--- src/rtl/cond_logic.sv ---
// Conditional-execution unit: holds the NZCV flag register, evaluates the
// instruction condition field and gates the decoder's write requests with it.
module cond_logic (
    input  logic       clk,
    input  logic       reset,
    input  logic [3:0] Cond,
    input  logic [3:0] ALUFlags,
    input  logic [1:0] FlagW,
    input  logic       PCS,
    input  logic       NextPC,
    input  logic       RegW,
    input  logic       MemW,
    output logic       PCWrite,
    output logic       RegWrite,
    output logic       MemWrite,
    output logic [3:0] Flags,
    output logic       CondEx
);

    typedef enum logic [3:0] {
        COND_EQ = 4'b0000, COND_NE = 4'b0001, COND_CS = 4'b0010, COND_CC = 4'b0011,
        COND_MI = 4'b0100, COND_PL = 4'b0101, COND_VS = 4'b0110, COND_VC = 4'b0111,
        COND_HI = 4'b1000, COND_LS = 4'b1001, COND_GE = 4'b1010, COND_LT = 4'b1011,
        COND_GT = 4'b1100, COND_LE = 4'b1101, COND_AL = 4'b1110, COND_NV = 4'b1111
    } cond_e;

    logic [3:0] flags_q, flags_d;
    logic       condexd_q, condexd_d;
    logic       n, z, c, v;
    cond_e      cond;

    assign {n, z, c, v} = flags_q;
    assign cond         = cond_e'(Cond);

    always_comb begin
        CondEx = 1'b0;
        unique case (cond)
            COND_EQ: CondEx = z;
            COND_NE: CondEx = ~z;
            COND_CS: CondEx = c;
            COND_CC: CondEx = ~c;
            COND_MI: CondEx = n;
            COND_PL: CondEx = ~n;
            COND_VS: CondEx = v;
            COND_VC: CondEx = ~v;
            COND_HI: CondEx = c & ~z;
            COND_LS: CondEx = ~(c & ~z);
            COND_GE: CondEx = (n == v);
            COND_LT: CondEx = (n != v);
            COND_GT: CondEx = ~z & (n == v);
            COND_LE: CondEx = z | (n != v);
            COND_AL: CondEx = 1'b1;
            COND_NV: CondEx = 1'b1;
            default: CondEx = 1'b1;
        endcase
    end

    // NZ and CV halves update independently, both gated by the current condition
    always_comb begin
        flags_d   = flags_q;
        condexd_d = CondEx;
        if (FlagW[1] & CondEx) flags_d[3:2] = ALUFlags[3:2];
        if (FlagW[0] & CondEx) flags_d[1:0] = ALUFlags[1:0];
    end

    always_ff @(posedge clk or negedge reset) begin
        if (!reset) begin
            flags_q   <= '0;
            condexd_q <= 1'b0;
        end else begin
            flags_q   <= flags_d;
            condexd_q <= condexd_d;
        end
    end

    // Enables drop asynchronously with reset, including the NextPC path
    always_comb begin
        PCWrite  = 1'b0;
        RegWrite = 1'b0;
        MemWrite = 1'b0;
        if (reset) begin
            PCWrite  = (PCS & condexd_q) | NextPC;
            RegWrite = RegW & condexd_q;
            MemWrite = MemW & condexd_q;
        end
    end

    assign Flags = flags_q;

endmodule
--- config.mk ---
export PLATFORM = sky130hd
export DESIGN_NAME = cond_logic
export DESIGN_NICKNAME = d
export VERILOG_FILES = /design/src/rtl/cond_logic.sv
export SDC_FILE = /design/constraint.sdc
export NUM_CORES = 1
export LEC_CHECK = 0
export BUFFER_PORTS_ARGS = -buffer_cell sky130_fd_sc_hd__buf_2
export CAP_MARGIN = 20
export CORE_MARGIN = 1.5
export CORE_UTILIZATION = 30
export CTS_BUF_LIST = sky130_fd_sc_hd__clkbuf_16
export DETAILED_ROUTE_END_ITERATION = 12
export PLACE_DENSITY_LB_ADDON = 0.12
export SLEW_MARGIN = 40
export SYNTH_ARGS = -nofsm -noshare
export SYNTH_HDL_FRONTEND = slang
export SYNTH_SLANG_ARGS = --single-unit
--- constraint.sdc ---
create_clock -name clk -period 2.2 [get_ports clk]
set_input_delay 0.44 -clock clk [delete_from_list [all_inputs] [get_ports clk]]
set_output_delay 0.44 -clock clk [all_outputs]
set_load 0.05 [all_outputs]
==> impl_metrics.tcl <==
set metrics [dict create \
    outcome "finished, violations left" \
    violations "setup timing" \
    drt_iter0_drc 5 \
    cts_buffer_depth 2 \
    synth_top_cell_area_share_pct 29.5 \
    synth_cell_types 26 \
    antenna_left 0 \
    cap_violations 0 \
    multi_input_area_um2 342 \
    dpl.hpwl_um 839 \
    irDropWorstVdd_mv 0.584 \
    final_area_um2 761 \
    finalHoldViolCount 0 \
    numCtsBuffers 3 \
    critPathMaxFanout 3 \
    initial_core_util_pct 32.2 \
    yosysTopAreaCell "dfrtp_1" \
    cts_max_level 1 \
    ioPinCount 24 \
    grt_pass1_vias 430 \
    drive_gt1_share_pct 60.0 \
    ys_seq_area_share_pct 29.5 \
    place_area_um2 637 \
    drv_slew 0 \
    drc_errors 0 \
    dpl.cell_count 89 \
    die_x_um 40.6 \
    via_per_inst 4.77 \
    finalWeightedCongestion 0.642 \
    synthCells 47 \
    finish.utilization_pct 57.7 \
    fill_cells 120 \
    grtUsageTotal_pct 18.0 \
    grt_max_degree 10 \
    vias 453 \
    overflow 0 \
    relSlewSlack_pct 59.1 \
    final_common_cell "buf_2" \
    antenna_cells 0 \
    area_growth_pct 79.4 \
    synth.area.top_cells "dfrtp_1 (29%), mux2_1 (11%), a2111oi_4 (6.5%)" \
    setup.worst_path.start_class "flop" \
    clock_skew_ps 0.261 \
    cts_hold_buf 0 \
    cts_sinks 5 \
    cp_data_required_time_ps 1760 \
    finalSetupViolations 1 \
    yosysWarnings 0 \
    worst_slack_ps -102 \
    crit_path_end_kind "output pin" \
    p_per_area_mw_per_mm2 1120 \
    wl_per_cell_um 12.3 \
    syn_area_um2 424 \
    crit_arrival_ps 1860 \
    tightest_slew_ps 606 \
    p_leak_uw 0.000351 \
    die_h_um 40.6 \
    final.setup.tns_ps -102 \
    layout_common_cells "buf_2 (22), buf_4 (9), nand2_1 (5), dfrtp_2 (3), clkbuf_16 (3)" \
    rows 13 \
    clkLatencyLatePin_ps 220 \
    regArea_um2 129 \
    rsz0062_at_grt "true" \
    drt_pass1_iterations 2 \
    layout.nets 97 \
    fmax_mhz 434 \
    tritoncts "done" \
    instances_no_fill 95 \
    preCtsSetupSlack_ps -97.2 \
    syn_nets 63 \
    fin_crit_sh_pct 105 \
    synth-seq-cells 5 \
    coreArea_mm2 0.00132 \
    dieArea_mm2 0.00165 \
    routed_wl_mm 1.16 \
    grt_first_pass_wirelength_mm 1.86 \
    portBuffers 23 \
    root_buffer "clkbuf_16" \
    path_clk_slew_ps 30 \
    syn_avg_cell_area_um2 9.02 \
    antenna_found_initial 0 \
    period_needed_ps 2300 \
    crit_type "flop to output pin" \
    hp-class "input port to async pin" \
]
## synth_stat cells, drive strengths merged
master and count:
nor2b 2, xnor2 2, a311o 1, dfrtp 5, inv 1, o21ai 2, o311ai 1, a2111oi 1
nor3b 1, nor3 2, mux2 4, or3 1, and3 2, or4bb 1, xor2 2, nand2b 1
a211oi 1, nand3b 1, a21oi 3, o22ai 1, nand2 5, nor2 3, a21boi 1, buf 3
## cells by family after synthesis
logic type	share of synthesized area, %
AOI/OAI and AO/OA	21.8
xor gates and xnor gates	8.26
buffers and inverters	3.83
DFF	29.5
muxes	10.6
and+or+nand+nor	26.0
## registers in the layout, indices dropped and copies added, names as in the netlist
register,count
Flags,4
condexd_q,1
## repair_timing
| item | in CTS | in global routing |
|---|---|---|
| setup buffers | 2 | 2 |
| endpoints found under the setup margin | 1 | 5 |
| pin swaps | 1 | 1 |
| hold endpoints to repair | 0 | 0 |
| gates resized for setup | 5 | 3 |
## metrics by stage
stage | total power [uW] | hold WS [ps]
3_3_place_gp | 514 | 278
2_1_floorplan | 423 | 144
5_1_grt | 907 | 48.6
4_1_cts | 850 | 45.7
6_report | 853 | 45.3
3_5_place_dp | 516 | 279
## critical path: stages (launching register included)
cell       delay [ps]
dfrtp_2           410
xor2_2            190
xnor2_1           140
a311o_1           300
a2111oi_4         390
a21oi_4            50
buf_6             170
## area by class of cell
type	count	area share (%)
multi-input combinational	38	44.9
timing repair buffer	32	24.8
sequential	5	16.9
clock buffer	3	9.87
tap	15	2.47
clock inverter	1	0.493
inverter	1	0.493
## per-layer routing
| layer | track usage, % | up-vias | share of wire (%) |
|---|---|---|---|
| met2 | 27.8 | 12 | 49 |
| li1 | - | 235 | - |
| met3 | 3.89 | 2 | 4.0 |
| met4 | 7.50 | 0 | 0.69 |
| met5 | 0 | - | 0 |
| met1 | 23.8 | 204 | 46 |
## final timing paths
| path | slack [ps] | to | depth (start not counted) | start |
|---|---|---|---|---|
| setup / recovery | -100 | CondEx | 6 | Flags[0]$_DFFE_PN0P_ |
| hold / removal | 50 | condexd_q$_DFF_PN0_ | 1 | reset |
| setup reg to reg | 90 | Flags[1]$_DFFE_PN0P_ | 7 | Flags[0]$_DFFE_PN0P_ |
| hold reg to reg | 570 | Flags[3]$_DFFE_PN0P_ | 1 | Flags[3]$_DFFE_PN0P_ |
| max in group asynchronous | 1980 | Flags[3]$_DFFE_PN0P_ | 1 | reset |
| min in group clk | 440 | Flags[3]$_DFFE_PN0P_ | 2 | ALUFlags[3] |
## where the power goes
group	internal (uW)	total (uW)	switching (uW)
Clock	235	292	56.5
Sequential	125	160	34.6
Combinational	165	402	237
Total	525	853	328
Power figures use the tool's default switching activity.
